==> src/rtl/wb_bridge_pkg.sv <==
// Shared definitions for the N-way Wishbone bridge.
//   WB_DW / WB_SELW : upstream data and byte-select widths
//   PORT_IDXW       : width of a port index (supports up to 8 ports)
//   ERR_DATA        : read data returned with every error response
//   state_e         : bridge FSM states
//   STAT_*          : bit positions inside status_o
package wb_bridge_pkg;

    localparam int unsigned WB_DW     = 32;
    localparam int unsigned WB_SELW   = 4;
    localparam int unsigned PORT_IDXW = 3;

    localparam logic [WB_DW-1:0]     ERR_DATA      = 32'hDEAD_BEEF;
    // Reported as last_err_port when no port decoded the address.
    localparam logic [PORT_IDXW-1:0] UNMAPPED_PORT = 3'd7;

    localparam int unsigned STAT_TIMEOUT_BIT  = 7;
    localparam int unsigned STAT_UNMAPPED_BIT = 6;

    typedef enum logic [1:0] {
        StIdle = 2'd0,
        StFwd  = 2'd1,
        StResp = 2'd2
    } state_e;

endpackage

==> src/rtl/wb_addr_decode.sv <==
// Combinational base/mask address decoder.
//   adr_i : upstream byte address
//   hit_o : some port matches adr_i
//   idx_o : index of the lowest-numbered matching port (0 when no hit)
module wb_addr_decode
    import wb_bridge_pkg::*;
#(
    parameter int unsigned           NPORTS = 4,
    parameter logic [32*NPORTS-1:0]  BASES  = {32'h3000_0C00, 32'h3000_0800,
                                               32'h3000_0400, 32'h3000_0000},
    parameter logic [32*NPORTS-1:0]  MASKS  = {4{32'hFFFF_FC00}}
) (
    input  logic [31:0]          adr_i,
    output logic                 hit_o,
    output logic [PORT_IDXW-1:0] idx_o
);

    // Scan from the top down so the lowest matching index is written last.
    always_comb begin
        hit_o = 1'b0;
        idx_o = '0;
        for (int i = int'(NPORTS) - 1; i >= 0; i--) begin
            if ((adr_i & MASKS[i*32 +: 32]) == (BASES[i*32 +: 32] & MASKS[i*32 +: 32])) begin
                hit_o = 1'b1;
                idx_o = PORT_IDXW'(i);
            end
        end
    end

endmodule

==> src/rtl/wb_bridge_nway.sv <==
// N-way Wishbone classic bridge: decodes the upstream address by per-port
// base/mask, registers the request and forwards it to exactly one port.
// Unmapped addresses and missing downstream acks return an error response.
//   wb_clk_i / wb_rst_ni      : clock, async active-low reset
//   wbs_*                     : upstream slave port (ack doubles as error ack)
//   wbm_*                     : per-port downstream master buses, flattened, port 0 in LSBs
//   status_o                  : {timeout_sticky, unmapped_sticky, 3'b0, last_err_port}
module wb_bridge_nway
    import wb_bridge_pkg::*;
#(
    parameter int unsigned          NPORTS  = 4,
    parameter int unsigned          SUB_AW  = 10,
    parameter logic [32*NPORTS-1:0] BASES   = {32'h3000_0C00, 32'h3000_0800,
                                               32'h3000_0400, 32'h3000_0000},
    parameter logic [32*NPORTS-1:0] MASKS   = {4{32'hFFFF_FC00}},
    parameter int unsigned          TIMEOUT = 16
) (
    input  logic                        wb_clk_i,
    input  logic                        wb_rst_ni,
    input  logic                        wbs_stb_i,
    input  logic                        wbs_cyc_i,
    input  logic                        wbs_we_i,
    input  logic [WB_SELW-1:0]          wbs_sel_i,
    input  logic [WB_DW-1:0]            wbs_dat_i,
    input  logic [31:0]                 wbs_adr_i,
    output logic                        wbs_ack_o,
    output logic                        wbs_err_o,
    output logic [WB_DW-1:0]            wbs_dat_o,
    output logic [NPORTS-1:0]           wbm_stb_o,
    output logic [NPORTS-1:0]           wbm_cyc_o,
    output logic [NPORTS-1:0]           wbm_we_o,
    output logic [WB_SELW*NPORTS-1:0]   wbm_sel_o,
    output logic [WB_DW*NPORTS-1:0]     wbm_dat_o,
    output logic [SUB_AW*NPORTS-1:0]    wbm_adr_o,
    input  logic [NPORTS-1:0]           wbm_ack_i,
    input  logic [WB_DW*NPORTS-1:0]     wbm_dat_i,
    output logic [7:0]                  status_o
);

    localparam int unsigned     CntW   = $clog2(TIMEOUT);
    localparam logic [CntW-1:0] CntMax = CntW'(TIMEOUT - 1);

    state_e                     state_q;
    logic [PORT_IDXW-1:0]       port_q;
    logic [CntW-1:0]            cnt_q;
    logic                       wbs_ack_q;
    logic                       wbs_err_q;
    logic [WB_DW-1:0]           wbs_dat_q;
    logic [NPORTS-1:0]          stb_q;
    logic [NPORTS-1:0]          we_q;
    logic [WB_SELW*NPORTS-1:0]  sel_q;
    logic [WB_DW*NPORTS-1:0]    wdat_q;
    logic [SUB_AW*NPORTS-1:0]   adr_q;
    logic                       to_sticky_q;
    logic                       un_sticky_q;
    logic [PORT_IDXW-1:0]       last_err_q;

    logic                       dec_hit;
    logic [PORT_IDXW-1:0]       dec_idx;
    logic                       req;
    logic                       sel_ack;
    logic [WB_DW-1:0]           sel_rdata;
    logic                       timeout_hit;
    logic                       fwd_exit;

    wb_addr_decode #(
        .NPORTS (NPORTS),
        .BASES  (BASES),
        .MASKS  (MASKS)
    ) u_decode (
        .adr_i  (wbs_adr_i),
        .hit_o  (dec_hit),
        .idx_o  (dec_idx)
    );

    assign req = wbs_cyc_i & wbs_stb_i;

    // Only the selected port's ack/data matter; everything else is ignored.
    always_comb begin
        sel_ack   = 1'b0;
        sel_rdata = '0;
        for (int i = 0; i < int'(NPORTS); i++) begin
            if (port_q == PORT_IDXW'(i)) begin
                sel_ack   = wbm_ack_i[i];
                sel_rdata = wbm_dat_i[i*WB_DW +: WB_DW];
            end
        end
    end

    assign timeout_hit = (cnt_q == CntMax);
    assign fwd_exit    = (state_q == StFwd) & (~wbs_cyc_i | sel_ack | timeout_hit);

    always_ff @(posedge wb_clk_i or negedge wb_rst_ni) begin
        if (!wb_rst_ni) begin
            state_q     <= StIdle;
            port_q      <= '0;
            cnt_q       <= '0;
            wbs_ack_q   <= 1'b0;
            wbs_err_q   <= 1'b0;
            wbs_dat_q   <= '0;
            stb_q       <= '0;
            we_q        <= '0;
            sel_q       <= '0;
            wdat_q      <= '0;
            adr_q       <= '0;
            to_sticky_q <= 1'b0;
            un_sticky_q <= 1'b0;
            last_err_q  <= '0;
        end else begin
            // Upstream response is a single-cycle pulse.
            wbs_ack_q <= 1'b0;
            wbs_err_q <= 1'b0;
            wbs_dat_q <= '0;

            case (state_q)
                StIdle: begin
                    if (req) begin
                        if (dec_hit) begin
                            state_q <= StFwd;
                            port_q  <= dec_idx;
                            cnt_q   <= '0;
                            // Downstream buses are all-zero in IDLE, so only the
                            // selected slice needs loading.
                            for (int i = 0; i < int'(NPORTS); i++) begin
                                if (dec_idx == PORT_IDXW'(i)) begin
                                    stb_q[i]                      <= 1'b1;
                                    we_q[i]                       <= wbs_we_i;
                                    sel_q[i*WB_SELW +: WB_SELW]   <= wbs_sel_i;
                                    wdat_q[i*WB_DW +: WB_DW]      <= wbs_dat_i;
                                    adr_q[i*SUB_AW +: SUB_AW]     <= wbs_adr_i[SUB_AW-1:0];
                                end
                            end
                        end else begin
                            state_q     <= StResp;
                            wbs_ack_q   <= 1'b1;
                            wbs_err_q   <= 1'b1;
                            wbs_dat_q   <= ERR_DATA;
                            un_sticky_q <= 1'b1;
                            last_err_q  <= UNMAPPED_PORT;
                        end
                    end
                end

                StFwd: begin
                    // Priority: master abort, then ack (beats a same-cycle timeout).
                    if (!wbs_cyc_i) begin
                        state_q <= StIdle;
                    end else if (sel_ack) begin
                        state_q   <= StResp;
                        wbs_ack_q <= 1'b1;
                        wbs_dat_q <= (|we_q) ? '0 : sel_rdata;
                    end else if (timeout_hit) begin
                        state_q     <= StResp;
                        wbs_ack_q   <= 1'b1;
                        wbs_err_q   <= 1'b1;
                        wbs_dat_q   <= ERR_DATA;
                        to_sticky_q <= 1'b1;
                        last_err_q  <= port_q;
                    end else begin
                        cnt_q <= cnt_q + CntW'(1);
                    end
                end

                StResp: begin
                    state_q <= StIdle;
                end

                default: begin
                    state_q <= StIdle;
                end
            endcase

            if (fwd_exit) begin
                stb_q  <= '0;
                we_q   <= '0;
                sel_q  <= '0;
                wdat_q <= '0;
                adr_q  <= '0;
            end
        end
    end

    assign wbs_ack_o = wbs_ack_q;
    assign wbs_err_o = wbs_err_q;
    assign wbs_dat_o = wbs_dat_q;
    assign wbm_stb_o = stb_q;
    assign wbm_cyc_o = stb_q;
    assign wbm_we_o  = we_q;
    assign wbm_sel_o = sel_q;
    assign wbm_dat_o = wdat_q;
    assign wbm_adr_o = adr_q;

    always_comb begin
        status_o                    = {3'b000, 2'b00, last_err_q};
        status_o[STAT_TIMEOUT_BIT]  = to_sticky_q;
        status_o[STAT_UNMAPPED_BIT] = un_sticky_q;
    end

endmodule

==> config.mk <==
export PLATFORM = sky130hd
export DESIGN_NAME = wb_bridge_nway
export DESIGN_NICKNAME = d
export VERILOG_FILES = /design/src/rtl/wb_bridge_pkg.sv /design/src/rtl/wb_addr_decode.sv /design/src/rtl/wb_bridge_nway.sv
export SDC_FILE = /design/constraint.sdc
export NUM_CORES = 1
export LEC_CHECK = 0
export CAP_MARGIN = 20
export CELL_PAD_IN_SITES_DETAIL_PLACEMENT = 1
export CELL_PAD_IN_SITES_GLOBAL_PLACEMENT = 1
export CORE_MARGIN = 1
export CORE_UTILIZATION = 32
export DETAILED_ROUTE_END_ITERATION = 10
export MAX_ROUTING_LAYER = met4
export PLACE_DENSITY = 0.85
export SLEW_MARGIN = 20
export SYNTH_ARGS = -nofsm -noshare
export SYNTH_HDL_FRONTEND = slang
export SYNTH_SLANG_ARGS = --single-unit
==> constraint.sdc <==
create_clock -name wb_clk_i -period 2.4 [get_ports wb_clk_i]
set_input_delay 0.48 -clock wb_clk_i [delete_from_list [all_inputs] [get_ports wb_clk_i]]
set_output_delay 0.48 -clock wb_clk_i [all_outputs]
set_load 0.1 [all_outputs]
# Word level (Yosys, flattened, before mapping)

Cells that the tools add are included.

Output and inout bits: 238
Input bits: 205
Word-level logic and storage cells: 169
Register bits: 240

Bitwise operators: 7
Multiplexer cells: 90
$add $sub $neg: 1
Eq/ne operators: 20
Reductions and logical operators: 22

Operators by type and width:

| operator                                               | number |
|---|---|
| 2-to-1 mux 128 bit                                     | 4 |
| 2-to-1 mux 32 bit                                      | 14 |
| 2-to-1 mux 40 bit                                      | 4 |
| equality test 22 x 20 -> 1 bit (second input constant) | 4 |
| 2-to-1 mux 4 bit                                       | 17 |
| 2-to-1 mux 16 bit                                      | 4 |
| one-hot mux 32 bit (2 select lines)                    | 1 |
| 2-to-1 mux 10 bit                                      | 4 |
| 2-to-1 mux 3 bit                                       | 8 |
| 2-to-1 mux 1 bit                                       | 23 |
| AND reduction 4 bit                                    | 5 |
| nonzero test 2 bit                                     | 8 |
| != test 2 bit (second input constant)                  | 7 |
| equality test 3 x 2 -> 1 bit (second input constant)   | 4 |
| 2-to-1 mux 2 bit                                       | 6 |
| AND reduction 6 bit                                    | 2 |
| one-hot mux 4 bit (2 select lines)                     | 1 |
| equality test 3 x 1 -> 1 bit (second input constant)   | 2 |
| logical NOT 3 bit                                      | 2 |
| one-hot mux 3 bit (2 select lines)                     | 1 |
| AND reduction 3 bit                                    | 2 |
| adder 4 x 1 -> 4 bit (second input constant)           | 1 |
| equality test 4 bit (second input constant)            | 1 |
| != test 4 bit (second input constant)                  | 1 |
| 9 further kinds                                        | 14 |

# Logic depth before layout (Yosys ltp)

Depth in word-level cells: 11
Depth in mapped cells: 7
Mapped depth without buffers: 5

# Cells and area by module

From an unflattened synthesis, not the netlist that was laid out.

Cells, all modules: 1088
Area total of the unflattened synthesis: 10510.1 um^2

By module, submodules not included:

| module         | cells an instance | area an instance (um^2) | instances | sequential area each (um^2) |
|---|---|---|---|---|
| wb_bridge_nway | 1074              | 10410.0                 | 1         | 6005.8 |
| wb_addr_decode | 14                | 100.1                   | 1         | 0.0 |

# Least setup slack after synthesis

OpenSTA, ideal clock, no wires.

Kind: input to register
Start point: input port wbs_adr_i[14]
End point: register wdat_q[65], in the netlist wbm_dat_o[65]
Required time: 2.264 ns
Path slack: 0.229 ns
Arrival: 2.034 ns
Stages on the path: 6
Path buffers: 2
Setup time: 0.136 ns
Cell sequence: or4_4 or4_4 buf_6 buf_6 o21ai_1 a21oi_1

Word-level cells in the longest chain between the ends: 8

RTL lines:

| what                                   | RTL line              | source |
|---|---|---|
| from (decl)                            | wb_bridge_nway.sv:25  | `input logic [31:0] wbs_adr_i,` |
| equality test 22 x 20 -> 1 bit         | wb_addr_decode.sv:23  | `if ((adr_i & MASKS[i*32 +: 32]) == (BASES[i*32 +: 32] & MASKS[i*32 +: 32])) begin` |
| 2-to-1 mux 2 bit                       | wb_addr_decode.sv:23  |  |
| 2-to-1 mux 3 bit (3 in a row)          | wb_addr_decode.sv:23  |  |
| equality test 3 x 2 -> 1 bit           | wb_bridge_nway.sv:125 | `if (dec_idx == PORT_IDXW'(i)) begin` |
| nonzero test 2 bit (no source line)    | -                     |  |
| AND reduction 4 bit (no source line) * | -                     |  |
| to (signal, indexed assignment)        | wb_bridge_nway.sv:129 | `wdat_q[i*WB_DW +: WB_DW] <= wbs_dat_i;` |
| to (decl)                              | wb_bridge_nway.sv:52  | `logic [WB_DW*NPORTS-1:0] wdat_q;` |

Every way passes the cells marked *; elsewhere a longest branch is shown, timed or not.
A chain may end at the register's enable or synchronous reset.

# Worst setup path after layout

Start point: input port wbs_adr_i[20]
End point: register adr_q[11], in the netlist wbm_adr_o[11]

Word-level cells in the longest chain between the ends: 8

RTL lines:

| what                                   | RTL line              | source |
|---|---|---|
| equality test 22 x 20 -> 1 bit         | wb_addr_decode.sv:23  |  |
| 2-to-1 mux 2 bit                       | wb_addr_decode.sv:23  |  |
| 2-to-1 mux 3 bit (3 in a row)          | wb_addr_decode.sv:23  |  |
| equality test 3 x 1 -> 1 bit           | wb_bridge_nway.sv:125 |  |
| nonzero test 2 bit (no source line)    | -                     |  |
| AND reduction 4 bit (no source line) * | -                     |  |
| to (signal, indexed assignment)        | wb_bridge_nway.sv:130 | `adr_q[i*SUB_AW +: SUB_AW] <= wbs_adr_i[SUB_AW-1:0];` |
| to (decl)                              | wb_bridge_nway.sv:53  | `logic [SUB_AW*NPORTS-1:0] adr_q;` |

Marks and branches as above.

==> metrics.txt <==
status=complete, no violations; Worst Path Buf+Inv=3; die width=about 190 um; Critical Path AT=around 2.7 ns; Synth Instances=about 1100; Slew HR=0.576; die area=35100 um2; CTS root buffer=clkbuf_16; DP HPWL=around 32 mm; Synth cell types=38; Nets=approximately 1700; fin crit share=0.946; Post-Syn Area=around 11000 um2; Post-synth EDFFs=0; number of global-route vias before repair=11600; Post-synth top cells=239 x dfrtp_1, 217 x a21oi_1, 191 x nand3_1; Longest Clk Path Bufs=3; Synth async-reset ratio=1.00; first-pass detailed-route iteration total=5; clk_lat worst skew=between 0.5 and 0.6 ns; pre-CTS setup slack=-0.371 ns; max-slew violation count=0; CP cell instances=clkdlybuf4s50_1, or4_4, buf_4, nor4b_4, buf_12, nand3_1, a21oi_1; WL/cell=~23 um; FF-to-FF path depth=5; share of layout cells above drive strength 1=0.256; Global Route Usage Sum=0.265; H-tree level count=1; Port Buffers=about 440; Top Family by Delay on Critical Path=simple AND/OR/NAND/NOR gates; register bit total from synthesis=around 240; total CTS buffers=27; Final GP Congestion=around 0.88; clock skew=about 0.026 ns; reg-to-reg startpoint=port_q[0]; Routed Antenna Nets=0; first-pass GRT wire length=70.6 mm; Hold Violations, Final=0; multi-input logic area=4470 um2; Synth Flop Type=dfrtp_1; Placed Instances=about 1900; largest net degree at the start of global routing=85; end point of the critical path=wbm_adr_o[11]; area leader, netlist=dfrtp_1; maximum VDD drop=0.584 mV; Sequential Area=5980 um2; R2R Setup Slk=roughly 0.32 ns; initial antenna violation count=0; Startpoint Class=primary input; Ant. Diodes=0; required time of the critical path=2.86 ns; Reg-to-Reg End=wbm_adr_o[22]; Ys Warns=0; Worst setup EP type=register; Layout Area Growth over Synthesis=50.1%; total gr overflow=0; CP max-delay cell=or4_4; Via Count=around 11000; Tightest Hold Check Type=in -> async; mean area per synthesized cell=around 10 um2; Max Fclk=0.440 GHz; crit path max fanout=48; CTS clock-pin slew for the worst setup and hold paths=about 0.06 ns; setup ws final=~0.13 ns; Rows=between 60 and 70; routed vias/inst=between 5 and 6; leak pwr=7.31 nW; Worst path max stage delay=0.59 ns; unrepaired setup endpoints after global routing=false; post-route insts no fill=between 1500 and 2000; CTS-repair resized insts=0; initial core utilization=0.326; sequential share of the synthesized area=0.544; CORE AREA=33700 um2; WS Path Type=in -> reg; total wire length=roughly 46 mm; Yosys top cell area share=0.544; Synth area leaders=dfrtp_1 54%, a21oi_1 9.9%, nand3_1 8.7%, o21ai_0 8.3%, mux4_2 6.8%; crit path from=wbs_adr_i[20]; Setup violations, final=0; CTS tree=done; die height=roughly 190 um; cell with the most instances after synthesis=dfrtp_1; num ports=between 400 and 500; setup repair bufs after CTS=0; Fillers=3754; Power Dens Cells=around 580 nW/um2; post-layout min period=~2.3 ns; DR iter-0 viols=643; DRC Markers=0; WP depth=7; # clock sinks=roughly 240; actual slew at the worst max-slew pin=between 0.6 and 0.7 ns; max-cap violations=0
registers in the layout, summed over array words and instances (netlist names):
name and count:
wbs_dat_o 32, wbm_sel_o 16, wbs_err_o 1, to_sticky_q 1, un_sticky_q 1, wbm_cyc_o 4
cnt_q 4, wbm_adr_o 40, wbm_dat_o 128, last_err_q 3, wbm_we_o 4, port_q 2
state_q 2, wbs_ack_o 1
worst min-delay path by stage:
stage / startpoint / endpoint / cells past startpoint / slack [ns]
after floorplan: wb_rst_ni / cnt_q[0] / 0 / 0.18
after global placement: wb_rst_ni / wbs_dat_o[4] / 1 / 0.42
after detailed placement: wb_rst_ni / wbs_dat_o[20] / 1 / 0.42
after CTS: wb_rst_ni / wbs_dat_o[29] / 2 / 0.42
after global routing: wb_rst_ni / wbs_dat_o[29] / 2 / 0.44
final: wb_rst_ni / wbs_dat_o[20] / 2 / 0.43
what timing repair did:
| action | in CTS | in global routing |
|---|---|---|
| hold buffers | 1 | 0 |
| endpoints found under the hold margin | 40 | 0 |
| setup endpoints to repair | 0 | 0 |
stage by stage:
| stage | hold slack [ns] | utilization | total power [mW] | instance area [um2] | TNS (ns) |
|---|---|---|---|---|---|
| floorplan | 0.184 | - | 4.43 | 11000 | 0 |
| global placement | 0.419 | 0.461 | 5.01 | 15500 | -49.88 |
| detailed placement | 0.421 | 0.461 | 5.03 | 15500 | -57.53 |
| CTS | 0.420 | 0.490 | 9.59 | 16500 | 0 |
| global route | 0.437 | 0.490 | 9.77 | 16500 | 0 |
| finish | 0.426 | 0.490 | 9.49 | 16500 | 0 |
cells in the final DEF (no fill, tap or decap), types with 2 or more instances in the layout:
cell type / count
nand4_1: 3
clkinv_2: 2
nor4b_4: 3
nor2b_1: 9
o21ai_1: 30
mux4_2: 33
buf_4: 273
nor3_1: 3
nor2_1: 8
mux2i_1: 3
nand2b_1: 4
nand3_1: 189
clkbuf_16: 27
conb_1: 3
or4_4: 3
o21ai_0: 182
nor4_1: 7
nand3b_1: 2
clkbuf_8: 7
buf_12: 20
clkdlybuf4s50_1: 203
dfrtp_1: 238
mux2_2: 3
a31oi_1: 2
bufinv_16: 5
nand2_1: 6
xnor2_1: 2
a21oi_1: 216
nor4bb_1: 3
clkbuf_1: 3
inv_1: 5
layout make-up:
| cell class | instances | share of cell area |
|---|---|---|
| Clock buffer | 37 | 0.0474 |
| Clock inverter | 9 | 0.0114 |
| Inverter | 5 | 0.00114 |
| Multi-Input combinational cell | 730 | 0.271 |
| Sequential cell | 239 | 0.362 |
| Tap cell | 448 | 0.0340 |
| Timing Repair Buffer | 498 | 0.273 |
kinds of logic after synthesis:
kind of cell / after synthesis / synth area share
buf+inv: 136 / 0.0577
fa+ha+maj: 1 / 0.00114
flops: 239 / 0.544
simple gates: 251 / 0.124
other cells: 1 / 0.000341
compound gates: 434 / 0.198
mux: 39 / 0.0734
xor+xnor: 2 / 0.00159
routing by layer:
layer,routed length (um),GRT usage
met1,17900,0.315
met2,23200,0.449
met3,3210,0.0559
met4,1500,0.0832
met5,0,-
power by group:
part / leakage [nW] / switching (mW) / internal, mW
clock: 0.479 / 1.73 / 2.81
sequential: 3.29 / 0.00901 / 4.05
combinational: 3.55 / 0.477 / 0.409
Power figures use the tool's default switching activity.
